==> src/rtl/sm_add_pipe.sv <==
// Two-stage pipelined sign-magnitude adder/subtractor with valid/ready on both sides.
// Build option SM_ADD_PIPE_SAT_EN: saturate the magnitude on overflow instead of wrapping.
module sm_add_pipe #(
  parameter int W     = 16,
  parameter int CNT_W = 8
) (
  input  logic             clk,
  input  logic             rst,
  input  logic             in_valid,
  output logic             in_ready,
  input  logic [W-1:0]     a,
  input  logic [W-1:0]     b,
  input  logic             op,
  output logic             out_valid,
  input  logic             out_ready,
  output logic [W-1:0]     sum,
  output logic             ovf,
  output logic [CNT_W-1:0] ovf_cnt
);

  localparam int M = W - 1;

  logic           s1_valid_reg;
  logic           s1_same_reg;
  logic           s1_sign_reg;
  logic [M-1:0]   s1_big_reg;
  logic [M-1:0]   s1_small_reg;

  logic           out_valid_reg;
  logic           ovf_reg;
  logic [W-1:0]   sum_reg;
  logic [CNT_W-1:0] ovf_cnt_reg;

  logic s2_adv;
  logic s1_adv;
  logic in_xfer;
  logic out_xfer;

  assign s2_adv   = !out_valid_reg || out_ready;
  assign s1_adv   = s1_valid_reg && s2_adv;
  assign in_ready = !rst && (!s1_valid_reg || s2_adv);
  assign in_xfer  = in_valid && in_ready;
  assign out_xfer = out_valid_reg && out_ready;

  // Stage 1 operand classification
  logic         sa;
  logic         sb;
  logic [M-1:0] ma;
  logic [M-1:0] mb;
  logic         same_next;
  logic         sign_next;
  logic [M-1:0] big_next;
  logic [M-1:0] small_next;

  always_comb begin
    sa         = a[W-1];
    sb         = b[W-1] ^ op;
    ma         = a[M-1:0];
    mb         = b[M-1:0];
    same_next  = (sa == sb);
    big_next   = ma;
    small_next = mb;
    sign_next  = 1'b0;
    if (mb > ma) begin
      big_next   = mb;
      small_next = ma;
    end
    if (same_next) begin
      sign_next = sa;
    end else if (ma > mb) begin
      sign_next = sa;
    end else if (mb > ma) begin
      sign_next = sb;
    end
  end

  always_ff @(posedge clk) begin
    if (rst) begin
      s1_valid_reg <= 1'b0;
      s1_same_reg  <= 1'b0;
      s1_sign_reg  <= 1'b0;
      s1_big_reg   <= '0;
      s1_small_reg <= '0;
    end else if (in_xfer) begin
      s1_valid_reg <= 1'b1;
      s1_same_reg  <= same_next;
      s1_sign_reg  <= sign_next;
      s1_big_reg   <= big_next;
      s1_small_reg <= small_next;
    end else if (s1_adv) begin
      s1_valid_reg <= 1'b0;
    end
  end

  // Stage 2 magnitude arithmetic
  logic [M:0]   add_full;
  logic [M-1:0] diff;
  logic [M-1:0] mag_next;
  logic         res_sign_next;
  logic         ovf_next;

  always_comb begin
    add_full      = {1'b0, s1_big_reg} + {1'b0, s1_small_reg};
    diff          = s1_big_reg - s1_small_reg;
    ovf_next      = 1'b0;
    mag_next      = diff;
    res_sign_next = s1_sign_reg;
    if (s1_same_reg) begin
      ovf_next = add_full[M];
      mag_next = add_full[M-1:0];
`ifdef SM_ADD_PIPE_SAT_EN
      if (add_full[M]) begin
        mag_next = '1;
      end
`endif
    end
    // Canonical zero: never emit a negative zero, including a wrapped zero.
    if (mag_next == '0) begin
      res_sign_next = 1'b0;
    end
  end

  always_ff @(posedge clk) begin
    if (rst) begin
      out_valid_reg <= 1'b0;
      sum_reg       <= '0;
      ovf_reg       <= 1'b0;
    end else if (s2_adv) begin
      out_valid_reg <= s1_valid_reg;
      if (s1_valid_reg) begin
        sum_reg <= {res_sign_next, mag_next};
        ovf_reg <= ovf_next;
      end
    end
  end

  // Overflow-event counter sticks at all-ones
  always_ff @(posedge clk) begin
    if (rst) begin
      ovf_cnt_reg <= '0;
    end else if (out_xfer && ovf_reg && !(&ovf_cnt_reg)) begin
      ovf_cnt_reg <= ovf_cnt_reg + 1'b1;
    end
  end

  assign out_valid = out_valid_reg;
  assign sum       = sum_reg;
  assign ovf       = ovf_reg;
  assign ovf_cnt   = ovf_cnt_reg;

endmodule

==> config.mk <==
export PLATFORM = sky130hd
export DESIGN_NAME = sm_add_pipe
export DESIGN_NICKNAME = d
export VERILOG_FILES = /design/src/rtl/sm_add_pipe.sv
export SDC_FILE = /design/constraint.sdc
export NUM_CORES = 1
export LEC_CHECK = 0
export BUFFER_PORTS_ARGS = -buffer_cell sky130_fd_sc_hd__buf_2
export CAP_MARGIN = 20
export CORE_MARGIN = 4
export CORE_UTILIZATION = 47
export DETAILED_ROUTE_END_ITERATION = 16
export GPL_TIMING_DRIVEN = 0
export PLACE_DENSITY = 0.66
export SYNTH_ARGS = -nofsm -noshare
export SYNTH_HDL_FRONTEND = slang
export SYNTH_SLANG_ARGS = --single-unit
==> constraint.sdc <==
create_clock -name clk -period 2.75 [get_ports clk]
set_input_delay 0.55 -clock clk [delete_from_list [all_inputs] [get_ports clk]]
set_output_delay 0.55 -clock clk [all_outputs]
set_load 0.01 [all_outputs]
==> results.md <==
* R2R Setup Slk at slightly above 80 ps
* Non-Filler Instances at between 700 and 800
* CTS sink cnt at just under 60
* Clk_lat worst skew at 330 ps
* Hold_sp: sum[13]
* Fmax at around 370 MHz
* Predominant post-synthesis flop cell: dfxtp_1
* Largest net degree at the start of global routing at 11
* Warnings from Yosys at 0
* Data required time of the worst path at between 2000 and 3000 ps
* Lkg Pwr at approximately 2.3 nW
* Vias in the first global route at approximately 3900
* CTS Hold Bufs at 0
* CTS tree: done
* Net Count, Synth at 618
* Yosys reg bits at 59
* Rows at 35
* Slew margin rel. at 0.673
* Most frequent cells in the layout: buf_2 (67), dfxtp_1 (51), nor2_1 (45)
* Overflow after GRT at 0
* Hold endpoint: sum[13]
* Global-route wire length before repair at 18600 µm
* Clk_skew at ~12 ps
* RSZ-0062 raised after global routing: true
* Initial antenna violation count at 0
* Final ANT Viol Nets at 0
* Die ar. at between 10000 and 15000 µm²
* Final wirelength at about 11000 µm
* Maximum root-to-sink buffer count at 2
* Commonest non-fill, non-tap cell in the layout: buf_2
* Period utilisation layout at 0.970
* H-tree depth at 3
* DRC marker count from the first detailed-route iteration at about 170
* Nets at 698
* Fraction of layout cells with a size suffix above 1 at 0.243
* I/O Buffers at between 60 and 70
* Post-synthesis cell type count at between 60 and 70
* Initial core utilization at 0.482
* CTS root buffer: clkbuf_8
* Max-slew violations at 0
* Syn-to-layout area delta at 19.7%
* Max FFs per register at 16
* Post-synth EDFFs at 0
* Largest fanout on the critical path at 7
* Die Y at around 110 µm
* Die width at about 110 µm
* Max-cap violation count at 0
* Worst Reg2Reg Path Length in Cells at 11
* Netlist Area Pre-Place at about 4400 µm²
* Final core utilization at 0.577
* Area contributors post-synth: dfxtp_1 (27%), ha_1 (13%), mux2i_1 (7.7%), nand3b_1 (5.6%), o21ai_0 (4.6%)
* Peak VDD IR at ~280 µV
* GPL Wtd Cong at roughly 0.89
* Critical path data arrival time at between 2000 and 3000 ps
* Mean area per synthesized cell at a little over 8 µm²
* Final setup violation count at 0
* Final hold violation count at 0
* First-pass DRT Iterations at 5
* Final min period at 2670 ps
* Startpoint Class: register
* Register area share after synthesis at 0.266
* Critical Path End Type: register
* Status: complete, no violations
* Clock transition at path regs at 60 ps
* Post-Syn Instances at around 530
* Worst slew pin tran at between 400 and 500 ps
* Via density at around 5.5
* RR Startpoint: s1_small_reg[6]
* Top cell type's share of synthesized area at 0.266
* Crit path launch: s1_small_reg[6]
* Worst Hold Path Cells at 2
* Post-synthesis async set-or-reset flop share at 0
* # placed instances at roughly 700
* Total track usage at 0.205
* Setup CP Type: reg -> reg
* WL per Instance at approximately 16 µm
* # DRC at 0
* Diodes inserted at 0
* Capturing point of the worst reg2reg path: sum[15]
* Hold Crit Class: reg -> reg
* Num CTS Buffers at 9
* Core Area at just over 9000 µm²
* Final HPWL DP at 8990 µm
* I/O Pins at 64
* Power per cell area at around 550 nW/µm²
* Via count at between 4000 and 5000
* Area leader, netlist: dfxtp_1
-- stage by stage --
stage                     setup WS [ps]  hold WS, ps  instance area [µm²]  power (mW)  TNS [ps]
after floorplan                     280          459                 4440        1.75         0
after global placement             -343          441                 4890        2.00     -8760
after detailed placement           -417          448                 4890        2.02    -10700
final                              81.3          454                 5310        2.90         0
after global routing              -24.0          465                 5310        3.08      -150
after CTS                         -22.3          449                 5100        2.82     -22.3
-- per-layer routing --
metal / share of wire / GRT usage
met4: 0.011 / 0.0609
met1: 0.47 / 0.269
met5: 0 / 0
met2: 0.47 / 0.348
met3: 0.051 / 0.0272
-- cell type report --
cell class,instances,area (µm²)
clock buffers,13,159
clock inverters,2,35.0
repair buffers,69,360
flip-flops and latches,59,1190
plain buffers,30,208
inverters,41,154
fillers,885,3890
well taps,111,139
multi-input cells,404,3060
-- how the worst max path moves through the flow --
stage / to / slack (ps)
6_report: sum[15] / 80
2_1_floorplan: sum[15] / 280
3_3_place_gp: s1_small_reg[12] / -340
3_5_place_dp: s1_big_reg[1] / -420
5_1_grt: s1_big_reg[5] / -20
4_1_cts: sum[15] / -20
-- report_power, final --
| group | leakage (nW) | internal (mW) | switching (mW) |
|---|---|---|---|
| registers | 0.488 | 0.930 | 0.0560 |
| logic | 1.72 | 0.509 | 0.607 |
| clock network | 0.0995 | 0.463 | 0.337 |
-- synthesized netlist by cell type (3+ instances only) --
library cell,count
nand3b_1,33
nor3_1,11
xnor2_1,10
buf_6,4
xor2_1,5
or3_1,6
o31ai_1,4
clkbuf_8,3
o21bai_1,6
buf_2,6
and3_1,3
nor4_1,4
o21ai_1,6
nand4_1,7
a21oi_1,36
o211ai_1,5
mux2i_1,34
nand2b_1,6
nor2b_1,9
inv_1,41
a211oi_1,8
clkbuf_1,13
o21a_1,3
a31oi_1,3
ha_1,45
buf_4,4
nand2_1,26
nand3_1,4
dfxtp_1,59
nor2_1,47
o21ai_0,41
-- worst max-delay path, stage by stage, from the launching register on --
cell	delay, ps
dfxtp_2	350
inv_1	50
ha_2	310
nor2b_1	150
or4_4	520
o21bai_1	200
a21oi_2	170
o2bb2ai_2	90
xnor2_2	200
nand4b_1	160
nor4_2	290
o21ai_1	80
-- logic make-up (layout without fill, tap and decap cells) --
group	after synthesis	in the layout	synth area share
XOR/XNOR	18	18	0.0406
flip-flops	59	59	0.266
AO/OA/AOI/OAI	137	137	0.197
buffers and inverters	71	155	0.0787
multiplexers	34	34	0.0767
adder cells (fa/ha/maj)	47	47	0.136
AND/OR/NAND/NOR	168	168	0.205
-- what timing repair did --
action                     4_1_cts  5_1_grt
setup endpoints to repair       18       19
buffers inserted                 0        6
resized for setup                3       44
pin swaps                        2       11
No activity file was read; power rests on OpenSTA's default activity.
